## config.mk

```make
export PLATFORM = sky130hd
export DESIGN_NAME = uart_periph
export DESIGN_NICKNAME = d
export VERILOG_FILES = /design/src/rtl/uart_pkg.sv /design/src/rtl/uart_rx_core.sv /design/src/rtl/uart_periph.sv
export SDC_FILE = /design/constraint.sdc
export NUM_CORES = 1
export LEC_CHECK = 0
export ABC_AREA = 1
export CAP_MARGIN = 20
export CORE_MARGIN = 2
export CORE_UTILIZATION = 52
export CTS_BUF_LIST = sky130_fd_sc_hd__clkbuf_16
export CTS_CLUSTER_DIAMETER = 80
export DETAILED_ROUTE_END_ITERATION = 10
export DONT_BUFFER_PORTS = 1
export PLACE_DENSITY_LB_ADDON = 0.2
export SLEW_MARGIN = 20
export SYNTH_ARGS = -nofsm -noshare
export SYNTH_HDL_FRONTEND = slang
export SYNTH_HIERARCHICAL = 1
export SYNTH_SLANG_ARGS = --single-unit
```

## constraint.sdc

```tcl
create_clock -name clk -period 2.4 [get_ports clk]
set_input_delay 0.12 -clock clk [delete_from_list [all_inputs] [get_ports clk]]
set_output_delay 0.12 -clock clk [all_outputs]
set_load 0.03 [all_outputs]
```

## src/rtl/uart_pkg.sv

```systemverilog
// ============================================================================
// uart_pkg : shared address map, CON bit positions and FSM state encoding
// Rev 1.0  : initial release
// ============================================================================
`default_nettype none

package uart_pkg;

   localparam logic [31:0] UART_TXD_ADDR = 32'h4000_0018;
   localparam logic [31:0] UART_RXD_ADDR = 32'h4000_001C;
   localparam logic [31:0] UART_CON_ADDR = 32'h4000_0020;

   localparam int CON_RX_VALID = 0;
   localparam int CON_TX_BUSY  = 1;
   localparam int CON_TX_DONE  = 2;
   localparam int CON_RX_OVR   = 3;
   localparam int CON_RX_IE    = 4;
   localparam int CON_TX_IE    = 5;

   typedef enum logic [1:0] {
      IDLE  = 2'd0,
      START = 2'd1,
      DATA  = 2'd2,
      STOP  = 2'd3
   } uart_state_t;

endpackage

`default_nettype wire

```

## src/rtl/uart_rx_core.sv

```systemverilog
// ============================================================================
// uart_rx_core : rx synchronizer, 16x oversampled receive FSM, shift register
// Rev 1.0      : initial release
// ============================================================================
`default_nettype none

module uart_rx_core
   import uart_pkg::*;
(
   input  logic       clk,
   input  logic       rst,
   input  logic       tick16_i,
   input  logic       rx_i,
   output logic       byte_strobe_o,
   output logic [7:0] byte_out_o,
   output logic       frame_err_o
);

   logic [1:0]  sync_q;
   logic        rx_s;
   uart_state_t state_q, state_d;
   logic [3:0]  tick_q, tick_d;
   logic [2:0]  bit_q, bit_d;
   logic [7:0]  shift_q, shift_d;
   logic        strobe_q, strobe_d;
   logic        err_q, err_d;

   assign rx_s = sync_q[1];

   always_ff @(posedge clk) begin
      if (rst) begin
         sync_q   <= 2'b11;
         state_q  <= IDLE;
         tick_q   <= 4'd0;
         bit_q    <= 3'd0;
         shift_q  <= 8'd0;
         strobe_q <= 1'b0;
         err_q    <= 1'b0;
      end else begin
         sync_q   <= {sync_q[0], rx_i};
         state_q  <= state_d;
         tick_q   <= tick_d;
         bit_q    <= bit_d;
         shift_q  <= shift_d;
         strobe_q <= strobe_d;
         err_q    <= err_d;
      end
   end

   // The 4-bit tick counter wraps on its own, so tick 8 of START lands at the
   // bit centre and every later 16-tick boundary stays centred.
   always_comb begin
      state_d  = state_q;
      tick_d   = tick_q;
      bit_d    = bit_q;
      shift_d  = shift_q;
      strobe_d = 1'b0;
      err_d    = err_q;
      case (state_q)
         IDLE: begin
            if (!rx_s) begin
               state_d = START;
               tick_d  = 4'd0;
            end
         end
         START: begin
            if (tick16_i) begin
               tick_d = tick_q + 4'd1;
               if (tick_q == 4'd7) begin
                  tick_d  = 4'd0;
                  bit_d   = 3'd0;
                  state_d = rx_s ? IDLE : DATA;
               end
            end
         end
         DATA: begin
            if (tick16_i) begin
               tick_d = tick_q + 4'd1;
               if (tick_q == 4'd15) begin
                  shift_d = {rx_s, shift_q[7:1]};
                  bit_d   = bit_q + 3'd1;
                  if (bit_q == 3'd7) state_d = STOP;
               end
            end
         end
         default: begin
            if (tick16_i) begin
               tick_d = tick_q + 4'd1;
               if (tick_q == 4'd15) begin
                  strobe_d = 1'b1;
                  err_d    = ~rx_s;
                  state_d  = IDLE;
               end
            end
         end
      endcase
   end

   assign byte_strobe_o = strobe_q;
   assign byte_out_o    = shift_q;
   assign frame_err_o   = err_q;

endmodule

`default_nettype wire

```

## src/rtl/uart_periph.sv

```systemverilog
// ============================================================================
// uart_periph : memory-mapped UART (TXD/RXD/CON), tick generator, TX FSM
//               optional interrupt logic enabled by defining UART_IRQ_EN
// Rev 1.0     : initial release
// ============================================================================
`default_nettype none

module uart_periph
   import uart_pkg::*;
#(
   parameter int CLK_HZ = 50_000_000,
   parameter int BAUD   = 9600
)(
   input  logic        clk,
   input  logic        rst,
   input  logic [31:0] addr,
   input  logic [31:0] wdata,
   input  logic        MemRead,
   input  logic        MemWrite,
   output logic [31:0] rdata,
   input  logic        rx,
   output logic        tx,
   output logic        irq
);

   localparam int DIV = CLK_HZ / (BAUD * 16);
   localparam int TW  = (DIV > 1) ? $clog2(DIV) : 1;

   logic [TW-1:0] tick_cnt_q;
   logic          tick16;
   logic          sel_txd, sel_rxd, sel_con;
   logic          wr_txd, rd_rxd, rd_con;
   uart_state_t   tx_state_q, tx_state_d;
   logic [3:0]    tx_tick_q, tx_tick_d;
   logic [2:0]    tx_bit_q, tx_bit_d;
   logic          tx_busy, tx_finish;
   logic [7:0]    txd_q, rx_byte_q;
   logic          rx_valid_q, rx_ovr_q, tx_done_q;
   logic          rx_ie, tx_ie;
   logic          rx_strobe, rx_ferr, deliver;
   logic [7:0]    rx_data;
   logic [31:0]   con_val;
   logic          unused_bits;

   assign unused_bits = ^{wdata[31:8], addr[1:0]};

   assign sel_txd = (addr[31:2] == UART_TXD_ADDR[31:2]);
   assign sel_rxd = (addr[31:2] == UART_RXD_ADDR[31:2]);
   assign sel_con = (addr[31:2] == UART_CON_ADDR[31:2]);
   assign wr_txd  = MemWrite & sel_txd;
   assign rd_rxd  = MemRead & sel_rxd;
   assign rd_con  = MemRead & sel_con;

   assign tick16 = (tick_cnt_q == TW'(DIV - 1));

   always_ff @(posedge clk) begin
      if (rst)         tick_cnt_q <= '0;
      else if (tick16) tick_cnt_q <= '0;
      else             tick_cnt_q <= tick_cnt_q + 1'b1;
   end

   uart_rx_core u_rx_core (
      .clk           (clk),
      .rst           (rst),
      .tick16_i      (tick16),
      .rx_i          (rx),
      .byte_strobe_o (rx_strobe),
      .byte_out_o    (rx_data),
      .frame_err_o   (rx_ferr)
   );

   assign deliver = rx_strobe & ~rx_ferr;

   always_ff @(posedge clk) begin
      if (rst) begin
         tx_state_q <= IDLE;
         tx_tick_q  <= 4'd0;
         tx_bit_q   <= 3'd0;
      end else begin
         tx_state_q <= tx_state_d;
         tx_tick_q  <= tx_tick_d;
         tx_bit_q   <= tx_bit_d;
      end
   end

   always_comb begin
      tx_state_d = tx_state_q;
      tx_tick_d  = tx_tick_q;
      tx_bit_d   = tx_bit_q;
      tx_finish  = 1'b0;
      if (tx_state_q == IDLE) begin
         if (wr_txd) begin
            tx_state_d = START;
            tx_tick_d  = 4'd0;
            tx_bit_d   = 3'd0;
         end
      end else if (tick16) begin
         tx_tick_d = tx_tick_q + 4'd1;
         if (tx_tick_q == 4'd15) begin
            case (tx_state_q)
               START:   tx_state_d = DATA;
               DATA: begin
                  tx_bit_d = tx_bit_q + 3'd1;
                  if (tx_bit_q == 3'd7) tx_state_d = STOP;
               end
               default: begin
                  tx_state_d = IDLE;
                  tx_finish  = 1'b1;
               end
            endcase
         end
      end
   end

   // txd_q is frozen while busy, so it doubles as the transmit shift source.
   always_comb begin
      tx = 1'b1;
      case (tx_state_q)
         START:   tx = 1'b0;
         DATA:    tx = txd_q[tx_bit_q];
         default: tx = 1'b1;
      endcase
   end

   assign tx_busy = (tx_state_q != IDLE);

   always_ff @(posedge clk) begin
      if (rst) begin
         txd_q      <= 8'd0;
         rx_byte_q  <= 8'd0;
         rx_valid_q <= 1'b0;
         rx_ovr_q   <= 1'b0;
         tx_done_q  <= 1'b0;
      end else begin
         if (wr_txd && !tx_busy) txd_q <= wdata[7:0];
         if (tx_finish)   tx_done_q <= 1'b1;
         else if (rd_con) tx_done_q <= 1'b0;
         // A same-cycle RXD read frees the holding register for the new byte.
         if (deliver && (!rx_valid_q || rd_rxd)) begin
            rx_byte_q  <= rx_data;
            rx_valid_q <= 1'b1;
         end else if (rd_rxd) begin
            rx_valid_q <= 1'b0;
         end
         if (deliver && rx_valid_q && !rd_rxd) rx_ovr_q <= 1'b1;
         else if (rd_con)                      rx_ovr_q <= 1'b0;
      end
   end

`ifdef UART_IRQ_EN
   logic rx_ie_q, tx_ie_q;

   always_ff @(posedge clk) begin
      if (rst) begin
         rx_ie_q <= 1'b0;
         tx_ie_q <= 1'b0;
      end else if (MemWrite && sel_con) begin
         rx_ie_q <= wdata[CON_RX_IE];
         tx_ie_q <= wdata[CON_TX_IE];
      end
   end

   assign rx_ie = rx_ie_q;
   assign tx_ie = tx_ie_q;
   assign irq   = (rx_valid_q & rx_ie_q) | (tx_done_q & tx_ie_q);
`else
   assign rx_ie = 1'b0;
   assign tx_ie = 1'b0;
   assign irq   = 1'b0;
`endif

   always_comb begin
      con_val               = 32'd0;
      con_val[CON_RX_VALID] = rx_valid_q;
      con_val[CON_TX_BUSY]  = tx_busy;
      con_val[CON_TX_DONE]  = tx_done_q;
      con_val[CON_RX_OVR]   = rx_ovr_q;
      con_val[CON_RX_IE]    = rx_ie;
      con_val[CON_TX_IE]    = tx_ie;
   end

   always_comb begin
      rdata = 32'd0;
      if (MemRead) begin
         if (sel_txd)      rdata = {24'd0, txd_q};
         else if (sel_rxd) rdata = {24'd0, rx_byte_q};
         else if (sel_con) rdata = con_val;
      end
   end

endmodule

`default_nettype wire

```

==> out/results.tsv <==
metric	value	unit
status	finished clean	
Die X	86.5	um
Root Buffer	clkbuf_16	
Final Cell Area	3770	sq um
area delta synth->final	6.68	%
Final Max Slew Viols	0	
core area	6680	sq um
total routed wirelength	6720	um
1st-pass router iterations	4	
IO Pins	103	
vias in the first global route	2790	
chip height	86.5	um
Synth top area share	32.8	%
routed vias	3034	
CP endpoint kind	flip-flop	
clock tree sinks	58	
post-route minimum period	2000	ps
Setup Fix Bufs, Post-CTS	0	
RSZ-0062 raised after global routing	no	
cts bufs inserted	9	
WS Path Type	reg -> reg	
#FFs+latches synth	58	
post-synth top area cell	dfxtp_1	
wire per inst	11.0	um
clk_lat worst skew	320	ps
vias per inst	4.95	
area of the die	7480	sq um
Peak Freq	0.499	GHz
Critical R2R Launch	tick_cnt_q[0]	
Placed Area	3470	sq um
Worst Hold Endpoint	txd_q[1]	
Setup TNS Final	0	ps
LEAKAGE	1.73	nW
CTS tree	built	
final setup fails	0	
Mean Syn Cell Area	6.78	sq um
R2R Setup Slk	400	ps
remaining global-route overflow	0	
Final Cycle Share	83.5	%
synthesized instance count	522	
Ys Warns	6	
Tightest Pin Transition	716	ps
H-tree depth	3	
first-pass GRT wire length	11500	um
Std-Cell Rows	30	
GPL Wtd Cong	0.832	
share of cells above drive strength 1	8.44	%
Rel. slew slack	52.4	%
Hold Vio Cnt, Final	0	
initial antenna violation count	0	
synth unique cells	37	
VDD IR max	0.000501	V
pwr/cell area	672	nW/um^2
Worst-path clk slew	50	ps
RR Endpoint	u_rx_core/bit_q[1]	
clk_skew	4.30	ps
most common cell after layout, fill and taps aside	nand2_1	
diode count	0	
Initial Util	53.0	%
Setup crit start kind	flip-flop	
Area contributors post-synth	dfxtp_1 33%, nand2_1 9.5%, inv_1 8.2%	
R2R depth	11	
worst-path fanout max	6	
HP Class	in -> reg	
Worst Hold Depth	2	
1st-iter DRT viols	123	
hpwl dp	5000	um
CTS Buffer Depth	2	
nets	615	
Port Buf Inserts	0	
DR DRC count	0	
WP data required	2570	ps
largest net degree at the start of global routing	23	
Arr. time, crit path	2180	ps
antenna-violating nets left	0	
cell area after synthesis	3540	sq um
max_cap viols	0	
most frequent cells in the layout	90 x nand2_1, 79 x inv_1, 77 x nor2_1, 58 x dfxtp_1, 44 x a21oi_1	
total track usage	19.1	%
hold_sp	wdata[1]	
Seq/Total Area, Yosys	32.8	%
-- worst max-delay path by stage --
| stage | startpoint | endpoint | slack [ps] | cells past startpoint |
|---|---|---|---|---|
| 6_report | tick_cnt_q[0] | u_rx_core/bit_q[1] | 400 | 11 |
| 3_5_place_dp | tick_cnt_q[0] | u_rx_core/bit_q[1] | 420 | 11 |
| 4_1_cts | tick_cnt_q[0] | u_rx_core/bit_q[1] | 360 | 11 |
| 5_1_grt | tick_cnt_q[0] | u_rx_core/bit_q[1] | 180 | 11 |
| 2_1_floorplan | tick_cnt_q[0] | u_rx_core/bit_q[1] | 760 | 11 |
| 3_3_place_gp | tick_cnt_q[0] | u_rx_core/bit_q[2] | 500 | 11 |
-- metal layers --
layer	GRT usage, %	vias up	part of all wire (%)
li1	-	1625	-
met5	0	-	0
met2	34.3	55	49
met1	21.4	1347	46
met4	7.10	0	1.1
met3	5.24	7	4.4
-- area by class of cell --
cell class / instances / area, sq um
well taps: 80 / 100
fillers: 676 / 2910
repair buffers: 8 / 75.1
clock inverters: 4 / 15.0
clock buffers: 9 / 225
inverters: 84 / 315
multi-input cells: 370 / 1880
flip-flops and latches: 58 / 1160
-- registers in the layout, indices dropped and copies added, names as in the netlist, 2 cells and up --
| name | flops |
|---|---|
| u_rx_core/sync_q | 2 |
| u_rx_core/bit_q | 3 |
| rx_byte_q | 8 |
| tick_cnt_q | 9 |
| tx_bit_q | 3 |
| u_rx_core/state_q | 2 |
| tx_tick_q | 4 |
| u_rx_core/tick_q | 4 |
| u_rx_core/byte_out_o | 8 |
| txd_q | 8 |
| tx_state_q | 2 |
-- synth_stat cells (all sizes together) --
cell    instances
nor4            2
or2             2
o21a            1
buf            32
o21bai          3
dfxtp          58
o211ai          2
o21ai          40
inv            84
a21oi          44
ha             15
conb            1
nor2           86
clkbuf          2
xor2            1
nand3          24
a31oi           2
nand4          10
nand2         100
nand3b          8
xnor2           1
nor3            2
nor3b           2
-- critical path, cell delays in order, from the launching register on --
cell and delay, ps:
dfxtp_1 330, inv_1 60, ha_1 130, nand4_1 110, nor2_1 400, inv_1 110
nand2_1 150, o211ai_1 120, nor2_2 220, nand2_1 70, o21ai_0 90, nor2_1 60
-- stage by stage --
stage | power, mW | hold WS (ps) | setup slack, ps | utilization, % | instances
2_1_floorplan | 1.46 | 224 | 758 | - | 546
3_3_place_gp | 1.48 | 192 | 504 | 52.0 | 594
3_5_place_dp | 1.50 | 193 | 425 | 52.0 | 594
4_1_cts | 2.57 | 9.94 | 362 | 56.5 | 613
5_1_grt | 2.70 | 43.2 | 178 | 56.5 | 613
6_report | 2.54 | 20.4 | 396 | 56.5 | 613
-- logic make-up (layout without fill, tap and decap cells) --
kind of cell / Yosys count / count (layout) / share of synthesized area (%)
buffers and inverters: 118 / 105 / 16.5
AOI/OAI and AO/OA: 92 / 92 / 13.5
xor gates and xnor gates: 2 / 2 / 0.495
other: 1 / 25 / 0.106
DFF: 58 / 58 / 32.8
adders and majority gates: 15 / 15 / 5.30
and+or+nand+nor: 236 / 236 / 31.3
-- repair_timing --
action,CTS,global route
gates resized for setup,0,0
endpoints found under the hold margin,21,0
hold buffers,6,0
-- where the power goes --
group,internal [mW],switching (mW),total (mW),leakage [nW]
logic,0.136,0.320,0.456,1.14
clock network,0.661,0.379,1.04,0.125
registers,1.01,0.0303,1.04,0.469
total,1.81,0.729,2.54,1.73
No activity file was read; power rests on OpenSTA's default activity.
